--- src/rtl/pulse_pkg.sv ---
// pulse_pkg: field widths and state encoding shared by the pulse generator and pulse_capture
package pulse_pkg;
  localparam int DELAY_W = 16;
  localparam int WIDTH_W = 8;
  localparam int COUNT_W = 8;
  localparam int SPACING_W = 16;
  typedef enum logic [2:0] {IDLE, ARMED, WAIT_EDGE, HIGH, LOW, DONE} state_t;
  function automatic logic [SPACING_W-1:0] eff_timeout(input logic [SPACING_W-1:0] t);
    return (t == '0) ? SPACING_W'(1) : t;
  endfunction
endpackage

--- src/rtl/sync_edge.sv ---
// sync_edge: optional synchroniser chain plus one-cycle history giving level, rise and fall
module sync_edge #(
  parameter int SYNC_STAGES = 2
) (
  input  logic clk,
  input  logic rst,
  input  logic pulse_i,
  output logic p,
  output logic rise,
  output logic fall
);
  logic p_d;
  generate
    if (SYNC_STAGES == 0) begin : g_bypass
      assign p = pulse_i;
    end else begin : g_sync
      logic [SYNC_STAGES-1:0] chain;
      always_ff @(posedge clk) chain <= rst ? '0 : SYNC_STAGES'({chain, pulse_i});
      assign p = chain[SYNC_STAGES-1];
    end
  endgenerate
  always_ff @(posedge clk) p_d <= rst ? 1'b0 : p;
  assign rise = p & ~p_d;
  assign fall = ~p & p_d;
endmodule

--- src/rtl/pulse_capture.sv ---
// pulse_capture: measures delay, first width, count and first spacing of a pulse train
module pulse_capture
  import pulse_pkg::*;
#(
  parameter int SYNC_STAGES = 2
) (
  input  logic                 clk,
  input  logic                 rst,
  input  logic                 arm_i,
  input  logic                 start_i,
  input  logic                 pulse_i,
  input  logic [SPACING_W-1:0] timeout_i,
  output logic [DELAY_W-1:0]   delay_o,
  output logic [WIDTH_W-1:0]   width_o,
  output logic [COUNT_W-1:0]   count_o,
  output logic [SPACING_W-1:0] spacing_o,
  output logic                 busy_o,
  output logic                 done_o,
  output logic                 valid_o,
  output logic                 overflow_o
);
  state_t state, state_n;
  logic p, rise, fall;
  logic [DELAY_W-1:0] dcnt, dcnt_inc;
  logic [WIDTH_W-1:0] wcnt;
  logic [SPACING_W-1:0] gcnt, tmo;
  sync_edge #(.SYNC_STAGES(SYNC_STAGES)) u_sync (
    .clk(clk), .rst(rst), .pulse_i(pulse_i), .p(p), .rise(rise), .fall(fall)
  );
  assign dcnt_inc = dcnt + 1'b1;
  assign tmo = eff_timeout(timeout_i);
  assign busy_o = state inside {ARMED, WAIT_EDGE, HIGH, LOW};
  assign valid_o = state == DONE;
  always_ff @(posedge clk) state <= rst ? IDLE : state_n;
  always_comb begin
    state_n = state;
    case (state)
      IDLE, DONE: state_n = arm_i ? ARMED : state;
      ARMED:      state_n = (start_i && !arm_i) ? WAIT_EDGE : ARMED;
      WAIT_EDGE:  state_n = rise ? HIGH : (dcnt_inc == '1) ? DONE : WAIT_EDGE;
      HIGH:       state_n = fall ? LOW : HIGH;
      LOW:        state_n = rise ? HIGH : (!p && gcnt == tmo) ? DONE : LOW;
      default:    state_n = IDLE;
    endcase
  end
  // a rise always beats the timeout; the first pulse alone feeds width and spacing
  always_ff @(posedge clk) begin
    if (rst) begin
      {delay_o, width_o, count_o, spacing_o, overflow_o, done_o} <= '0;
      {dcnt, wcnt, gcnt} <= '0;
    end else begin
      done_o <= (state_n == DONE) && (state != DONE);
      case (state)
        IDLE, DONE: if (arm_i) {delay_o, width_o, count_o, spacing_o, overflow_o} <= '0;
        ARMED: dcnt <= '0;
        WAIT_EDGE: begin
          dcnt <= dcnt_inc;
          if (rise) begin
            delay_o <= dcnt_inc;
            count_o <= COUNT_W'(1);
            wcnt <= WIDTH_W'(1);
          end else if (dcnt_inc == '1) begin
            delay_o <= '1;
            overflow_o <= 1'b1;
          end
        end
        HIGH: begin
          if (fall) begin
            if (count_o == COUNT_W'(1)) width_o <= wcnt;
            gcnt <= SPACING_W'(1);
          end else if (count_o == COUNT_W'(1)) begin
            if (&wcnt) overflow_o <= 1'b1;
            else wcnt <= wcnt + 1'b1;
          end
        end
        LOW: begin
          if (rise) begin
            if (&count_o) overflow_o <= 1'b1;
            else count_o <= count_o + 1'b1;
            if (count_o == COUNT_W'(1)) spacing_o <= gcnt;
          end else if (~&gcnt) gcnt <= gcnt + 1'b1;
        end
        default: ;
      endcase
    end
  end
endmodule

--- config.mk ---
export PLATFORM = sky130hd
export DESIGN_NAME = pulse_capture
export DESIGN_NICKNAME = d
export VERILOG_FILES = /design/src/rtl/pulse_pkg.sv /design/src/rtl/sync_edge.sv /design/src/rtl/pulse_capture.sv
export SDC_FILE = /design/constraint.sdc
export NUM_CORES = 1
export LEC_CHECK = 0
export ABC_AREA = 1
export CORE_UTILIZATION = 30
export CTS_BUF_LIST = sky130_fd_sc_hd__clkbuf_4 sky130_fd_sc_hd__clkbuf_8
export DETAILED_ROUTE_END_ITERATION = 16
export SETUP_SLACK_MARGIN = 0.15
export SYNTH_ARGS = -nofsm -noshare
export SYNTH_HDL_FRONTEND = slang
export SYNTH_SLANG_ARGS = --single-unit
--- constraint.sdc ---
create_clock -name clk -period 4.6 [get_ports clk]
set_clock_uncertainty 0.2 [all_clocks]
set_input_delay 1.15 -clock clk [delete_from_list [all_inputs] [get_ports clk]]
set_output_delay 1.15 -clock clk [all_outputs]
set_load 0.02 [all_outputs]
==> flow_metrics.tcl, run 1 <==
set metrics [dict create \
    status "finished clean" \
    grt_antenna_before_repair 0 \
    synth-seq-cells 96 \
    drt_drc_violations_left 0 \
    synth_area_um2 5205 \
    ys_async_sr_fraction 0 \
    synth_top_area_frac 0.3692 \
    post-route-min-period_ns 3.674 \
    synth_common_cells "204 x nand2_1, 105 x inv_1, 97 x nor2_1" \
    ctsResizeCount 0 \
    whs_ns 0.2294 \
    clk_latency_ns 0.39 \
    synth_xor_area_frac 0.02188 \
    post_cts_buffers 0 \
    drt-vias-per-instance 4.750 \
    cts-root-buf "clkbuf_8" \
    relSlewSlack 0.4134 \
    routed_wl_um 14070 \
    yosys.area.top_type "dfxtp_1" \
    cp_max_fo 13 \
    critPathKind "register to primary output" \
    power.total_mw 1.872 \
    synth-simple-area-share 0.3589 \
    netlist_instances 806 \
    p_per_area_nw_per_um2 297.4 \
    instances_no_fill 1093 \
    ys.flop_type "dfxtp_1" \
    synth_compound_area_frac 0.1365 \
    min_period_over_period 0.7987 \
    setup_viol 0 \
    yosysSeqAreaShare 0.3692 \
    yosys_warnings 0 \
    drt-pass1-iter-count 5 \
    cp.arrival_ns 2.32 \
    ir_drop_mv 0.1669 \
    gp_congestion 0.9275 \
    htree_levels 3 \
    worst_setup_path_start_kind "register" \
    boundaryPins 73 \
    grt_pass1_vias 4848 \
    clk_pin_slew_ns 0.11 \
    tritoncts "done" \
    ant_nets 0 \
    hold_buffers 0 \
    avgSynthCellArea_um2 6.458 \
    clk_path_buf_depth 2 \
    wl_per_cell_um 12.88 \
    numCtsBuffers 9 \
    maxCapViolCount 0 \
    fp.dieH_um 133.7 \
    rsz0062_at_grt "false" \
    end_kind "primary output" \
    synth_edf_count 0 \
    clock-sinks 96 \
    port_buffers 72 \
    start_util 0.3106 \
    fill_cells 1813 \
    drive_above_1_share 0.05384 \
    drt-initial-drc-count 348 \
    synth_area_leaders "dfxtp_1 37%, nand2_1 15%, inv_1 7.6%" \
    synthAdderAreaFrac 0.01442 \
    dp_cells 1077 \
    insertedDiodeCount 0 \
    nNetsFinal 895 \
    synth_mux_area_frac 0 \
    hold_viol_final 0 \
    fin_setup_tns_ns 0 \
    fmax_mhz 272.2 \
    track_usage 0.1640 \
    core_um2 16760 \
    core.rowCount 47 \
    synth_nets 833 \
    cp.required_ns 3.25 \
    grt_pass1_wl_um 23600 \
    dieArea_um2 17880 \
    dr_total_vias 5192 \
    drv_slew 0 \
    synth_top_family_by_area "simple AND/OR/NAND/NOR gates" \
    grt_overflow 0 \
    die_w_um 133.7 \
    grt_max_degree 49 \
    yosysUniqueCellTypes 40 \
    hp-class "register to register" \
    dp_hpwl_um 10190 \
    area_growth_pct 20.91 \
    worstMarginPinSlew_ns 0.8773 \
    p_leak_nw 2.340 \
    yosysMostFrequentCell "nand2_1" \
]
cells by family after synthesis:
family,count (synthesis)
compound gates,131
fa+ha+maj,6
xor+xnor,13
buf+inv,134
simple gates,426
flops,96
per-layer routing:
metal,global-route usage,vias to the layer above,part of all wire
met5,0,-,0
met4,0.05051,0,0.011
met3,0.03615,15,0.049
met2,0.2585,134,0.44
met1,0.2215,2308,0.50
li1,-,2735,-
placed cells by master (no fill, tap or decap), types with 4 or more instances in the layout:
| master | count |
|---|---|
| nor2_1 | 97 |
| nand4_1 | 33 |
| nand2_1 | 204 |
| inv_2 | 4 |
| a31oi_1 | 5 |
| xnor2_1 | 4 |
| nor2_2 | 6 |
| o21ai_0 | 40 |
| ha_1 | 6 |
| nand3_1 | 47 |
| a21oi_1 | 69 |
| nor3_1 | 19 |
| inv_1 | 105 |
| clkbuf_8 | 9 |
| xor2_1 | 9 |
| clkdlybuf4s50_1 | 71 |
| dfxtp_1 | 96 |
| a211oi_1 | 4 |
worst max-delay path, cell delays in order (launching register included):
cell and delay (ns):
dfxtp_1 0.39, inv_1 0.10, nor2_2 0.17, nand2_1 0.30
nand2_1 0.25, inv_1 0.07, nand2_1 0.06, clkdlybuf4s50_1 0.60
where the power goes:
group / leakage [nW] / total, mW / internal, mW / switching [mW]
sequential: 0.778 / 0.901 / 0.870 / 0.0306
combinational: 1.47 / 0.441 / 0.163 / 0.278
clock: 0.0944 / 0.530 / 0.202 / 0.327
area by class of cell:
| type | instances | area [µm²] | area share |
|---|---|---|---|
| well taps | 220 | 275.3 | 0.04374 |
| multi-input cells | 576 | 2768 | 0.4398 |
| clock inverters | 7 | 53.80 | 0.008549 |
| clock buffers | 9 | 123.9 | 0.01968 |
| flip-flops and latches | 96 | 1922 | 0.3054 |
| inverters | 110 | 412.9 | 0.06561 |
| repair buffers | 75 | 738.2 | 0.1173 |
final timing paths:
path | cells after the start | endpoint | from | slack (ns)
setup / recovery | 7 | busy_o | state[1] | 0.93
hold reg to reg | 2 | u_sync.g_sync.chain[1] | u_sync.g_sync.chain[0] | 0.23
hold / removal | 2 | u_sync.g_sync.chain[1] | u_sync.g_sync.chain[0] | 0.23
setup reg to reg | 10 | gcnt[14] | state[0] | 1.43
metrics by stage:
step	instance area [µm²]	worst slack, ns	util
global route	6294	0.7424	0.3755
detailed placement	6116	1.214	0.3649
floorplan	5205	1.897	-
finish	6294	0.9258	0.3755
CTS	6294	0.8861	0.3755
global placement	6116	1.226	0.3649
state kept, by name (all words and copies together) (netlist names):
| register | flops |
|---|---|
| count_o | 8 |
| dcnt | 16 |
| delay_o | 16 |
| done_o | 1 |
| gcnt | 16 |
| overflow_o | 1 |
| spacing_o | 16 |
| state | 3 |
| u_sync.g_sync.chain | 2 |
| u_sync.p_d | 1 |
| wcnt | 8 |
| width_o | 8 |
Power figures use the tool's default switching activity.
==> run 2, diff against run 1 <==
Clock period 4.6 ns to 3.4 ns, I/O delays scaled along.
==> run 2 against run 1 <==
Utilization grew 0.66 points. Final cell count rose by 0.64%. Clock-buffer cell count rose by 1. Critical path type unchanged. Sequential share of layout area shrank 0.53 points. Total power up 43%. Global-route usage increased by 0.17 points. Die area is the same. Wire length increased by 0.99%. Final area increased by 1.7%. Non-clock buffer count up 7.
==> flow_metrics.tcl, run 2 (synthesized netlist as in run 1, its figures left out) <==
set metrics [dict create \
    grt_overflow 0 \
    final_cell_mix "204 x nand2_1, 105 x inv_1, 97 x nor2_1, 96 x dfxtp_1, 70 x clkdlybuf4s50_1" \
    clk_path_buf_depth 2 \
    hold_buffers 0 \
    slowest_stage "clkdlybuf4s50_1" \
    drt-vias-per-instance 4.728 \
    mostFrequentLayoutCell "nand2_1" \
    p_per_area_nw_per_um2 418.9 \
    dp_hpwl_um 10390 \
    rsz0062_at_grt "false" \
    ctsResizeCount 0 \
    status "finished clean" \
    drt-initial-drc-count 299 \
    fmax_mhz 335.2 \
    p_int_mw 1.840 \
    crit_family "buffers and inverters" \
    comb_power_share 0.224 \
    fin_setup_tns_ns 0 \
    min_delay_worst_endpoint "u_sync.g_sync.chain[1]" \
    critPathKind "register to primary output" \
    maxCapViolCount 0 \
    nNetsFinal 902 \
    dp_slack_ns 0.5802 \
    hold_viol_final 0 \
    dr_total_vias 5201 \
    worst_hold_path.num_cells 2 \
    grt_pass1_vias 4779 \
    multi_input_area_um2 2773 \
    dieArea_um2 17880 \
    setup_viol 0 \
    end_kind "primary output" \
    tritoncts "done" \
    routed_wl_um 14210 \
    start_util 0.3106 \
    cp_max_fo 5 \
    reg2regPathDepth 11 \
    htree_levels 3 \
    setup_ws_ns 0.4169 \
    switching_share 0.3143 \
    clk_pin_slew_ns 0.10 \
    numCtsBuffers 9 \
    wl_per_cell_um 12.92 \
    area_growth_pct 23.03 \
    power_frac_seq 0.454 \
    worstMarginPinSlew_ns 0.8488 \
    drt-pass1-iter-count 5 \
    core.rowCount 47 \
    post-route-min-period_ns 2.983 \
    regArea_um2 1922 \
    p_leak_nw 2.405 \
    grt_max_degree 32 \
    core_um2 16760 \
    clockPowerShare 0.323 \
    clock-sinks 96 \
    fill_cells 1839 \
    whs_ns 0.2123 \
    min_from "u_sync.g_sync.chain[0]" \
    insertedDiodeCount 0 \
    r2r-end "gcnt[14]" \
    path_cells "inv_2 > nor3_2 > clkdlybuf4s50_1" \
    port_buffers 72 \
    boundaryPins 73 \
    cp.required_ns 2.35 \
    drt_drc_violations_left 0 \
    grt_antenna_before_repair 0 \
    r2r_start "state[0]" \
    grt_pass1_wl_um 23690 \
    path_buf_inv 2 \
    clk_latency_ns 0.39 \
    min_period_over_period 0.8774 \
    drive_above_1_share 0.06250 \
    cp.arrival_ns 1.93 \
    hp-class "register to register" \
    relSlewSlack 0.4335 \
    worst_setup_path_start_kind "register" \
    fp.dieH_um 133.7 \
    switchingPower_uw 843.1 \
    r2r_slack_ns 0.82 \
    ir_drop_mv 0.2077 \
    slowest_delay_ns 0.67 \
    ant_nets 0 \
    die_w_um 133.7 \
    drv_slew 0 \
    track_usage 0.1657 \
    post_cts_buffers 0 \
    gp_congestion 0.8694 \
    power.total_mw 2.683 \
    cts-root-buf "clkbuf_8" \
]
-- run 2: cell types whose count changed in the layout (fill, tap and decap cells not counted), sizes merged --
cell           previous run  this run
inv                     112       110
dlymetal6s2s              0         1
clkinvlp                  0         1
bufinv                    0         2
clkinv                    5         3
clkbuf                    9        10
clkdlybuf4s50            71        70
buf                       4        11
-- run 2: final cells by class --
type / count / share of cell area
multi-input combinational: 576 / 0.4330
sequential: 96 / 0.3001
timing repair buffer: 82 / 0.1239
inverter: 110 / 0.06448
tap: 220 / 0.04299
clock buffer: 10 / 0.02149
clock inverter: 6 / 0.01407
-- run 2: through the flow --
| stage | area (µm²) | std cells | util |
|---|---|---|---|
| after global routing | 6404 | 1100 | 0.3821 |
| after global placement | 6168 | 1084 | 0.3680 |
| after detailed placement | 6168 | 1084 | 0.3680 |
| after floorplan | 5205 | 806 | - |
| final | 6404 | 1100 | 0.3821 |
| after CTS | 6396 | 1100 | 0.3816 |
-- run 2: worst register-to-register path, delay by kind of cell (launching register included) --
kind | cells | cell delay [ns]
and+or+nand+nor | 6 | 1.08
DFF | 1 | 0.44
buffers and inverters | 3 | 0.42
AOI/OAI and AO/OA | 2 | 0.39
-- run 2: worst max-delay path by stage --
stage	from	end	slack (ns)	cells past startpoint
6_report	state[0]	valid_o	0.42	3
5_1_grt	state[0]	valid_o	0.31	3
4_1_cts	state[1]	busy_o	0.18	7
3_5_place_dp	arm_i	count_o[3]	0.58	8
3_3_place_gp	arm_i	count_o[3]	0.66	8
2_1_floorplan	state[1]	busy_o	1.0	7
-- run 2: layer usage --
layer	share of wire	wire length, µm	global-route usage	vias to the layer above
li1	-	-	-	2741
met1	0.50	7045	0.2175	2348
met2	0.46	6478	0.2686	102
met3	0.039	556	0.03919	10
met4	0.0094	133	0.04735	0
met5	0	0	0	-
-- run 2: power groups by stage --
stage	clock (mW)	sequential (mW)	combinational (mW)
after floorplan	0	1.29	0.335
after global routing	0.941	1.22	0.674
after detailed placement	0	1.24	0.603
after CTS	0.904	1.22	0.606
final	0.865	1.22	0.600
after global placement	0	1.24	0.602
==> run 3, diff against run 2 <==
Settings changed: GPL_TIMING_DRIVEN set to 0.
==> run 3 against run 2 <==
Via count is 1.9% higher. Wire length increased by 0.12%. Critical path type unchanged. Total power shrank 4.1%. First-iteration DRC count shrank 13%. Final cell count is 1.4% higher. Worst hold slack got worse by 0.0051 ns. Final area hardly changed. Flip-flop and latch count did not move.
==> flow_metrics.tcl, run 3 (synthesized netlist as in run 1, its figures left out) <==
set metrics [dict create \
    die_w_um 133.7 \
    critPathLaunch "state[1]" \
    endpoint "busy_o" \
    drv_slew 0 \
    dr_total_vias 5299 \
    post-route-min-period_ns 3.071 \
    p_leak_nw 2.381 \
    crit_family "buffers and inverters" \
    core.rowCount 47 \
    track_usage 0.1666 \
    cp.arrival_ns 2.02 \
    clk_pin_slew_ns 0.11 \
    rsz0062_at_grt "false" \
    dieArea_um2 17880 \
    cts-root-buf "clkbuf_8" \
    grt_pass1_vias 4887 \
    port_buffers 72 \
    fp.dieH_um 133.7 \
    clockPowerShare 0.286 \
    power.total_mw 2.573 \
    hp-class "register to register" \
    gp_congestion 0.8638 \
    drt-pass1-iter-count 5 \
    status "finished clean" \
    clock-sinks 96 \
    switching_share 0.3424 \
    end_kind "primary output" \
    grt_max_degree 19 \
    setup_viol 0 \
    drive_above_1_share 0.05922 \
    drt-vias-per-instance 4.752 \
    insertedDiodeCount 0 \
    numCtsBuffers 9 \
    worstSetupPathDepth 8 \
    dp_hpwl_um 10960 \
    clk_path_buf_depth 2 \
    slowest_delay_ns 0.38 \
    htree_levels 3 \
    core_um2 16760 \
    cp_max_fo 10 \
    fin_setup_tns_ns 0 \
    routed_wl_um 14230 \
    ir_drop_mv 0.1986 \
    min_period_over_period 0.9033 \
    cp.required_ns 2.35 \
    mostFrequentLayoutCell "nand2_1" \
    boundaryPins 73 \
    comb_power_share 0.241 \
    p_int_mw 1.692 \
    worstMarginPinSlew_ns 0.5871 \
    hold_buffers 0 \
    area_growth_pct 23.05 \
    grt_antenna_before_repair 0 \
    path_cells "inv_1 > nor2_2 > nand2_2 > o21ai_0 > clkinv_2 > clkbuf_4 > nand2_1 > clkdlybuf4s15_1" \
    min_from "u_sync.g_sync.chain[0]" \
    wl_per_cell_um 12.76 \
    path_buf_inv 4 \
    r2r-end "delay_o[4]" \
    maxCapViolCount 0 \
    relSlewSlack 0.6075 \
    worst_setup_path_start_kind "register" \
    grt_overflow 0 \
    tritoncts "done" \
    nNetsFinal 917 \
    p_per_area_nw_per_um2 401.8 \
    drt-initial-drc-count 259 \
    hold_viol_final 0 \
    r2r_start "dcnt[0]" \
    switchingPower_uw 881.1 \
    drt_drc_violations_left 0 \
    power_frac_seq 0.473 \
    final_cell_mix "204 x nand2_1, 105 x inv_1, 97 x nor2_1, 95 x dfxtp_1, 71 x clkdlybuf4s50_1" \
    r2r_slack_ns 0.80 \
    slowest_stage "dfxtp_2" \
    ant_nets 0 \
    clk_latency_ns 0.39 \
    reg2regPathDepth 13 \
    critPathKind "register to primary output" \
    grt_pass1_wl_um 23830 \
    start_util 0.3106 \
    fmax_mhz 325.6 \
]
run 3: what timing repair did:
| action | in CTS | in global routing |
|---|---|---|
| setup endpoints to repair | 1 | 2 |
| gates cloned | 0 | 0 |
| resized for setup | 4 | 3 |
| setup buffers | 1 | 0 |
| hold endpoints to repair | 0 | 0 |
run 3: worst min-delay path, cell delays in order, from the launching register on:
cell     delay, ns
dfxtp_1       0.31
inv_1         0.04
nor2_1        0.03
run 3: worst min path at each step:
stage	to	slack, ns	depth (start not counted)
2_1_floorplan	u_sync.g_sync.chain[1]	0.19	2
3_3_place_gp	u_sync.g_sync.chain[1]	0.19	2
3_5_place_dp	u_sync.g_sync.chain[1]	0.19	2
4_1_cts	u_sync.g_sync.chain[1]	0.21	2
5_1_grt	u_sync.g_sync.chain[1]	0.22	2
6_report	u_sync.g_sync.chain[1]	0.21	2
run 3: layer usage:
layer / routed length [µm] / GRT usage
met1: 7137 / 0.2279
met2: 6275 / 0.2605
met3: 551 / 0.02511
met4: 266 / 0.06755
met5: 0 / 0
run 3: through the flow:
step	setup slack (ns)	cells	util	instance area [µm²]	hold slack [ns]
floorplan	0.9972	806	-	5205	0.1883
global placement	0.03679	1098	0.3700	6201	0.1927
detailed placement	0.06707	1098	0.3700	6201	0.1931
CTS	0.1523	1115	0.3817	6397	0.2083
global route	0.1864	1115	0.3822	6405	0.2166
finish	0.3288	1115	0.3822	6405	0.2072
run 3: layout make-up:
| class | instances | area (µm²) |
|---|---|---|
| Multi-Input combinational cell | 576 | 2773 |
| Timing Repair Buffer | 73 | 728.2 |
| Fill cell | 1846 | 10350 |
| Inverter | 110 | 414.1 |
| Tap cell | 220 | 275.3 |
| Sequential cell | 96 | 1923 |
| Clock buffer | 9 | 123.9 |
| Clock inverter | 7 | 61.31 |
| Buffer | 24 | 106.4 |
run 3: power by group through the flow:
stage / Sequential (mW) / Clock, mW / Combinational [mW]
after floorplan: 1.29 / 0 / 0.335
after global placement: 1.24 / 0 / 0.613
after detailed placement: 1.24 / 0 / 0.616
after CTS: 1.22 / 0.762 / 0.624
after global routing: 1.23 / 0.813 / 0.692
final: 1.22 / 0.737 / 0.619
